[config.mk]
export PLATFORM = sky130hd
export DESIGN_NAME = sample_sched
export DESIGN_NICKNAME = d
export VERILOG_FILES = /design/src/rtl/sample_sched.sv
export SDC_FILE = /design/constraint.sdc
export NUM_CORES = 1
export LEC_CHECK = 0
export ABC_AREA = 1
export CORE_ASPECT_RATIO = 1.1
export CORE_MARGIN = 3
export CORE_UTILIZATION = 55
export CTS_CLUSTER_SIZE = 28
export DETAILED_ROUTE_END_ITERATION = 10
export PLACE_DENSITY = 0.77
export SETUP_SLACK_MARGIN = 0.5
export SLEW_MARGIN = 20
export SYNTH_ARGS = -nofsm -noshare
export SYNTH_HDL_FRONTEND = slang
export SYNTH_SLANG_ARGS = --single-unit
[constraint.sdc]
create_clock -name clock -period 3 [get_ports clock]
set_input_delay 0.45 -clock clock [delete_from_list [all_inputs] [get_ports clock]]
set_output_delay 0.45 -clock clock [all_outputs]
set_load 0.02 [all_outputs]
[src/rtl/sample_sched.sv]
// Sample scheduler: buffers upstream samples in a small FIFO and releases one
// per RATIO-cycle period to an interpolator as a prev/cur pair with load/step timing.
module sample_sched #(
    parameter int WIDTH      = 20,
    parameter int RATIO      = 50,
    parameter int LOAD_PHASE = 24,
    parameter int DEPTH      = 4
) (
    input  logic                     clock,
    input  logic                     reset_n,
    input  logic                     enable,
    input  logic                     in_valid,
    input  logic [WIDTH-1:0]         in_data,
    output logic                     in_ready,
    output logic [WIDTH-1:0]         smp_prev,
    output logic [WIDTH-1:0]         smp_cur,
    output logic                     smp_strobe,
    output logic                     load_o,
    output logic                     step_en,
    output logic [1:0]               state_o,
    output logic [$clog2(DEPTH):0]   fifo_level,
    output logic                     underrun
);

    localparam int PW  = $clog2(DEPTH);
    localparam int PHW = $clog2(RATIO + 1);

    localparam logic [PW:0]    LVL_FULL   = (PW + 1)'(DEPTH);
    localparam logic [PW:0]    LVL_PRIME  = (PW + 1)'(2);
    localparam logic [PW:0]    LVL_ONE    = (PW + 1)'(1);
    localparam logic [PW-1:0]  PTR_ONE    = PW'(1);
    localparam logic [PHW-1:0] PH_LAST    = PHW'(RATIO - 1);
    localparam logic [PHW-1:0] PH_LOAD    = PHW'(LOAD_PHASE);
    localparam logic [PHW-1:0] PH_ONE     = PHW'(1);

    typedef enum logic [1:0] {
        IDLE  = 2'd0,
        PRIME = 2'd1,
        RUN   = 2'd2,
        DRAIN = 2'd3
    } state_t;

    state_t           r_state;
    state_t           w_nextState;
    logic [PHW-1:0]   r_phase;
    logic [PHW-1:0]   w_nextPhase;

    logic [WIDTH-1:0] r_mem [DEPTH];
    logic [PW-1:0]    r_wrPtr;
    logic [PW-1:0]    r_rdPtr;
    logic [PW:0]      r_count;

    logic [WIDTH-1:0] r_prev;
    logic [WIDTH-1:0] r_cur;
    logic             r_strobe;
    logic             r_load;
    logic             r_step;
    logic             r_underrun;

    logic             w_push;
    logic             w_pop;
    logic             w_loadCur;
    logic             w_shift;
    logic             w_setUnderrun;
    logic             w_clrUnderrun;
    logic             w_boundary;
    logic             w_empty;
    logic             w_nextActive;
    logic [WIDTH-1:0] w_head;

    assign in_ready   = (r_count < LVL_FULL);
    assign fifo_level = r_count;
    assign w_push     = in_valid && in_ready;
    assign w_head     = r_mem[r_rdPtr];
    assign w_empty    = (r_count == '0);
    assign w_boundary = (r_phase == PH_LAST);

    always_ff @(posedge clock) begin
        if (w_push) begin
            r_mem[r_wrPtr] <= in_data;
        end
    end

    always_ff @(posedge clock or negedge reset_n) begin
        if (!reset_n) begin
            r_wrPtr <= '0;
            r_rdPtr <= '0;
            r_count <= '0;
        end else begin
            if (w_push) begin
                r_wrPtr <= r_wrPtr + PTR_ONE;
            end
            if (w_pop) begin
                r_rdPtr <= r_rdPtr + PTR_ONE;
            end
            if (w_push && !w_pop) begin
                r_count <= r_count + LVL_ONE;
            end else if (w_pop && !w_push) begin
                r_count <= r_count - LVL_ONE;
            end
        end
    end

    always_comb begin
        w_nextState   = r_state;
        w_nextPhase   = r_phase;
        w_pop         = 1'b0;
        w_loadCur     = 1'b0;
        w_shift       = 1'b0;
        w_setUnderrun = 1'b0;
        w_clrUnderrun = 1'b0;
        case (r_state)
            IDLE: begin
                w_nextPhase = '0;
                if (enable) begin
                    w_nextState   = PRIME;
                    w_clrUnderrun = 1'b1;
                end
            end
            PRIME: begin
                w_nextPhase = '0;
                if (!enable) begin
                    w_nextState = IDLE;
                end else if (r_count >= LVL_PRIME) begin
                    w_pop       = 1'b1;
                    w_loadCur   = 1'b1;
                    w_nextState = RUN;
                end
            end
            RUN, DRAIN: begin
                w_nextPhase = w_boundary ? '0 : r_phase + PH_ONE;
                if (r_state == RUN && !enable) begin
                    w_nextState = DRAIN;
                end
                // An empty FIFO at the boundary repeats the current sample.
                if (w_boundary) begin
                    w_shift = 1'b1;
                    if (!w_empty) begin
                        w_pop     = 1'b1;
                        w_loadCur = 1'b1;
                    end else begin
                        w_setUnderrun = 1'b1;
                    end
                    if (r_state == DRAIN) begin
                        w_nextState = IDLE;
                    end
                end
            end
            default: begin
                w_nextState = IDLE;
                w_nextPhase = '0;
            end
        endcase
    end

    assign w_nextActive = (w_nextState == RUN) || (w_nextState == DRAIN);

    // load/step are computed from the next state/phase so the registered
    // outputs line up with the state and phase they describe.
    always_ff @(posedge clock or negedge reset_n) begin
        if (!reset_n) begin
            r_state    <= IDLE;
            r_phase    <= '0;
            r_prev     <= '0;
            r_cur      <= '0;
            r_strobe   <= 1'b0;
            r_load     <= 1'b0;
            r_step     <= 1'b0;
            r_underrun <= 1'b0;
        end else begin
            r_state  <= w_nextState;
            r_phase  <= w_nextPhase;
            r_strobe <= w_loadCur || w_shift;
            r_load   <= w_nextActive && (w_nextPhase == PH_LOAD);
            r_step   <= w_nextActive && (w_nextPhase != PH_LOAD);
            if (w_shift) begin
                r_prev <= r_cur;
            end
            if (w_loadCur) begin
                r_cur <= w_head;
            end
            if (w_clrUnderrun) begin
                r_underrun <= 1'b0;
            end else if (w_setUnderrun) begin
                r_underrun <= 1'b1;
            end
        end
    end

    assign state_o    = r_state;
    assign smp_prev   = r_prev;
    assign smp_cur    = r_cur;
    assign smp_strobe = r_strobe;
    assign load_o     = r_load;
    assign step_en    = r_step;
    assign underrun   = r_underrun;

endmodule
; Yosys cells after proc, flatten, opt, wreduce, memory -nomap -nowiden
; Memory sizes are Yosys's and may differ from the RTL's. A register that Yosys moved wholly into a read port is not among the register bits.
; Cells that the tools add are included.
[word_totals]
register_bits = 39
latch_bits = 0
ram_bits = 80
mem_bits_ro = 0
in_bits = 24
out_inout_bits = 50
n_memories = 1
[mem_list]
columns = name, depth, word_bits, read_ports, rd_clocked_by_memory_dff, write_ports, line_no
row1 = r_mem, 4, 20, 1, 1, 1, 48  ; logic [WIDTH-1:0] r_mem [DEPTH];
[op_classes]
add_sub_neg = 5
n_mul = 0
div = 0
n_lt_le_gt_ge = 2
n_eq_ne = 8
shifts = 0
muxes = 27
n_bitwise = 0
reduce_logical = 18
[op_table]
columns = op, count
row1 = 2-to-1 mux 1 bit, 15
row2 = 2-to-1 mux 2 bit, 6
row3 = one-hot mux 6 bit (2 select lines), 1
row4 = == test 2 bit (second input constant), 4
row5 = adder 6 x 1 -> 6 bit (second input constant), 1
row6 = == test 6 x 5 -> 1 bit (second input constant), 1
row7 = == test 6 bit (second input constant), 1
row8 = logical AND 1 bit, 6
row9 = 2-to-1 mux 3 bit, 2
row10 = 2-to-1 mux 6 bit, 1
row11 = != test 6 x 5 -> 1 bit (second input constant), 1
row12 = one-hot mux 2 bit (3 select lines), 1
row13 = adder 2 x 1 -> 2 bit (second input constant), 2
row14 = logical NOT 1 bit, 4
row15 = nonzero test 2 bit, 2
row16 = OR reduction 2 bit, 2
row17 = adder 3 x 1 -> 3 bit (second input constant), 1
row18 = >= comparator 3 x 2 -> 1 bit (second input constant), 1
row19 = logical NOT 3 bit, 1
row20 = less-than comparator 3 bit (second input constant), 1
row21 = subtractor 3 x 1 -> 3 bit (second input constant), 1
row22 = == test 2 x 1 -> 1 bit (second input constant), 1
row23 = logical NOT 2 bit, 1
row24 = logical OR 1 bit, 2
row25 = one-hot mux 1 bit (2 select lines), 1

; Logic depth before layout (Yosys ltp)
[logic_depth]
ltp_word = 9
mapped_depth = 13
mapped_depth_nobuf = 13

; Least setup slack after synthesis
; Ideal clock, no wire load.
[synth_path]
kind = register to register
from = register r_count[2] (netlist: fifo_level[2])
to = memory r_mem[0][0] (enable)
setup_time_ps = 397
t_arrival_ps = 1737
slack_ps = 866
stages_incl_launch_ff = 4
path_buffers = 0
period_less_slack_ps = 2134
path_cell_list = dfrtp_1 > inv_1 > nand2_1 > nor2_1
[synth_via]
elab_chain_cells = 4
[synth_rtl]
columns = element, line_no
row1 = "start, declared", 51  ; logic [PW:0] r_count;
row2 = "start signal, assigned", 97  ; r_count <= r_count + LVL_ONE;
row3 = "start signal, assigned", 99  ; r_count <= r_count - LVL_ONE;
row4 = less-than comparator 3 bit, 71  ; assign in_ready = (r_count < LVL_FULL);
row5 = via in_ready, 14  ; output logic in_ready,
row6 = logical AND 1 bit, 73  ; assign w_push = in_valid && in_ready;
row7 = 2-to-1 mux 1 bit, 79  ; if (w_push) begin
row8 = 2-to-1 mux 1 bit (not written as such), 80  ; r_mem[r_wrPtr] <= in_data;
row9 = "end, declared", 48
; The timed path passes the listed nets, and every way through them passes these cells.

; Final worst setup path
[layout_path]
from = register r_phase[1]
to = register r_count[1] (netlist: fifo_level[1])
[layout_via]
elab_chain_cells = 6
[layout_rtl]
columns = element, line_no
row1 = "start, declared", 45  ; logic [PHW-1:0] r_phase;
row2 = "start signal, assigned", 172  ; r_phase <= w_nextPhase;
row3 = == test 6 bit (*), 76  ; assign w_boundary = (r_phase == PH_LAST);
row4 = 2-to-1 mux 1 bit (*), 136  ; if (w_boundary) begin
row5 = one-hot mux 1 bit (2 select lines) (*), 112  ; case (r_state)
row6 = logical NOT 1 bit, 96  ; if (w_push && !w_pop) begin
row7 = logical AND 1 bit, 96
row8 = 2-to-1 mux 3 bit / nonzero test 2 bit (equally long branches), n/a
; Every way passes the cells marked *; elsewhere a longest branch is shown, timed or not.
; A chain may end at the register's enable or synchronous reset.

==> impl_metrics.env <==
export IMPL_antenna_found_initial=0
export IMPL_wl_um=11800
export IMPL_post_route_period_util_pct=80.8
export IMPL_fin_crit_ns=2.43
export IMPL_fin_setup_tns_ns=0
export IMPL_ioPinCount=74
export IMPL_synth_area_um2=5560
export IMPL_fin_nets=584
export IMPL_ys_seq_area_share_pct=69.8
export IMPL_die_w_um=102
export IMPL_combinationalPowerShare_pct=32.4
export IMPL_synth_async_reset_ratio_pct=42.4
export IMPL_synth_xor_xnor_area_share_pct=0.788
export IMPL_rows=37
export IMPL_io_buffers=73
export IMPL_multi_input_area_um2=1410
export IMPL_setup_worst_path_start_class="register"
export IMPL_place_inst=642
export IMPL_status="complete, no violations"
export IMPL_synth_nets=497
export IMPL_intPower_uw=4380
export IMPL_cts_root_buffer="clkbuf_8"
export IMPL_synthAdderAreaFrac_pct=1.94
export IMPL_seqPwrFrac_pct=39.8
export IMPL_via_count=3792
export IMPL_yosys_area_share_simple_pct=9.93
export IMPL_synth_seq_cells=139
export IMPL_max_freq_ghz=0.412
export IMPL_clock_latency_ns=0.51
export IMPL_fillers=644
export IMPL_hold_violations=0
export IMPL_rsz0062_at_grt="no"
export IMPL_fp_dieH_um=111
export IMPL_vdd_ir_drop_max_v=0.000396
export IMPL_p_total_uw=6760
export IMPL_track_usage_pct=21.0
export IMPL_path_class="reg2reg"
export IMPL_finalSetupViolations=0
export IMPL_tightestPinTransition_ns=0.654
export IMPL_powerDensity_nw_per_um2=965
export IMPL_initial_core_util_pct=58.0
export IMPL_cp_data_required_time_ns=3.39
export IMPL_p_leak_uw=0.00276
export IMPL_postSynthAreaPerCell_um2=12.0
export IMPL_synth_top_family_by_area="compound AO/OA/AOI/OAI gates"
export IMPL_post_drt_wl_per_cell_um=17.3
export IMPL_synth_mux_area_share_pct=0.203
export IMPL_yosysWarnings=0
export IMPL_area_growth_pct=26.1
export IMPL_grt_max_degree=47
export IMPL_grt_first_pass_wirelength_um=18200
export IMPL_ys_flop_type="edfxtp_1"
export IMPL_skew_ns=0.0106
export IMPL_syn_inst=465
export IMPL_grt_pass1_vias=3709
export IMPL_crit_arrival_ns=2.82
export IMPL_synth_compound_area_share_pct=11.8
export IMPL_clk_path_buf_depth=2
export IMPL_die_area_um2=11400
export IMPL_fin_area_um2=7010
export IMPL_swShare_pct=35.3
export IMPL_clk_pin_slew_ns=0.06
export IMPL_core_um2=9580
export IMPL_gr_total_overflow=0
export IMPL_synthDistinctLibCells=27
export IMPL_cts_buffers=17
export IMPL_end_kind="register"
export IMPL_layout_drive_gt1_share_pct=13.3
export IMPL_first_pass_iters=5
export IMPL_placed_area_um2=6390
export IMPL_regArea_um2=3880
export IMPL_synth_edf_count=80
export IMPL_slew_headroom_pct=56.3
export IMPL_drv_cap=0
export IMPL_hold_path_class="in2async"
export IMPL_ant_nets=0
export IMPL_most_common_layout_cells="edfxtp_1 (80), clkdlybuf4s50_1 (72), o21ai_0 (64)"
export IMPL_drv_slew=0
export IMPL_p_clk_share_pct=27.9
export IMPL_via_per_inst=5.56
export IMPL_switchingPower_uw=2390
export IMPL_drtIter0Drc=305
export IMPL_antenna_cells=0
export IMPL_gp_congestion=0.844
export IMPL_htree_levels=4
export IMPL_mostFrequentLayoutCell="edfxtp_1"
export IMPL_hpwl_um=7030
export IMPL_drc=0
export IMPL_tritoncts="yes"
export IMPL_clock_sinks=139
export IMPL_stdcell_count=682
export IMPL_path_max_fanout=7
-- flip-flops by register name, indices dropped and copies added (netlist names) --
name,count
fifo_level,3
load_o,1
r_mem,80
r_phase,6
r_rdPtr,2
r_wrPtr,2
smp_cur,20
smp_prev,20
smp_strobe,1
state_o,2
step_en,1
underrun,1
-- metrics by stage --
stage | setup WS [ns] | util (%) | hold slack [ns]
after floorplan | 0.866 | - | 0.154
final | 0.575 | 73.2 | 0.476
after global placement | 0.580 | 66.7 | 0.468
after CTS | 0.505 | 72.4 | 0.134
after detailed placement | 0.447 | 66.7 | 0.476
after global routing | 0.493 | 73.2 | 0.516
-- final cells by class --
class | count | area share [%]
Sequential cell | 139 | 55.3
Inverter | 50 | 2.73
Clock inverter | 14 | 1.71
Clock buffer | 18 | 5.96
Multi-Input combinational cell | 257 | 20.1
Timing Repair Buffer | 87 | 12.1
Tap cell | 117 | 2.09
-- layer usage --
layer	track usage, %	vias to the layer above	wire length, um
met1	28.4	1837	4860
li1	-	1763	-
met5	0	-	0
met4	9.27	0	224
met3	4.70	24	718
met2	32.9	168	5970
-- final timing paths --
check | start | endpoint | slack (ns) | cells after the start
worst max-delay path | r_phase[1] | fifo_level[1] | 0.57 | 11
worst min-delay path | reset_n | fifo_level[0] | 0.48 | 2
worst max register to register | r_phase[1] | fifo_level[1] | 0.57 | 11
max in group asynchronous | reset_n | smp_cur[18] | 1.91 | 3
worst min register to register | smp_prev[19] | smp_prev[19] | 0.49 | 2
min in group clock | smp_prev[19] | smp_prev[19] | 0.49 | 2
-- cells by family after synthesis --
| group | count (synthesis) |
|---|---|
| xor gates and xnor gates | 5 |
| adders and majority gates | 8 |
| buffers and inverters | 71 |
| and+or+nand+nor | 131 |
| DFF | 139 |
| muxes | 1 |
| AOI/OAI and AO/OA | 110 |
-- timing repair --
action | CTS | global route
resized for setup | 1 | 2
pin swaps | 0 | 1
hold buffers | 0 | 1
setup buffers | 0 | 5
endpoints found under the hold margin | 0 | 45
endpoints found under the setup margin | 2 | 2
cloned | 0 | 2
-- power by group through the flow --
| stage | sequential (uW) | combinational (uW) | clock (uW) |
|---|---|---|---|
| 2_1_floorplan | 2870 | 1150 | 0 |
| 3_3_place_gp | 2680 | 2090 | 0 |
| 3_5_place_dp | 2700 | 2160 | 0 |
| 4_1_cts | 2670 | 2190 | 1910 |
| 5_1_grt | 2740 | 2400 | 2000 |
| 6_report | 2690 | 2190 | 1880 |
-- worst max-delay path, cell delays in order (launching register included) --
cell and delay [ns]:
dfrtp_1 0.41, inv_1 0.10, ha_2 0.19, nand3_2 0.11, nor2_4 0.25, nand2_8 0.11
nand2_4 0.10, nand2_4 0.07, ha_1 0.18, inv_1 0.09, fa_1 0.42, mux2_2 0.27
-- cells in the mapped netlist, types with 2 or more instances --
cell	n	area share (%)
nand2_4	3	0.61
nor2_1	56	3.8
inv_1	48	3.2
buf_6	5	1.0
a21oi_1	4	0.36
ha_1	7	1.6
dfrtp_1	59	27
o21ai_2	20	3.2
nand4_1	3	0.34
edfxtp_1	80	43
o21ai_0	64	5.8
xnor2_1	2	0.32
nand3_1	8	0.72
clkbuf_1	16	1.1
nand2_1	56	3.8
o22ai_1	20	2.3
xor2_1	3	0.47
nor3_1	2	0.18
No activity file was read; power rests on OpenSTA's default activity.
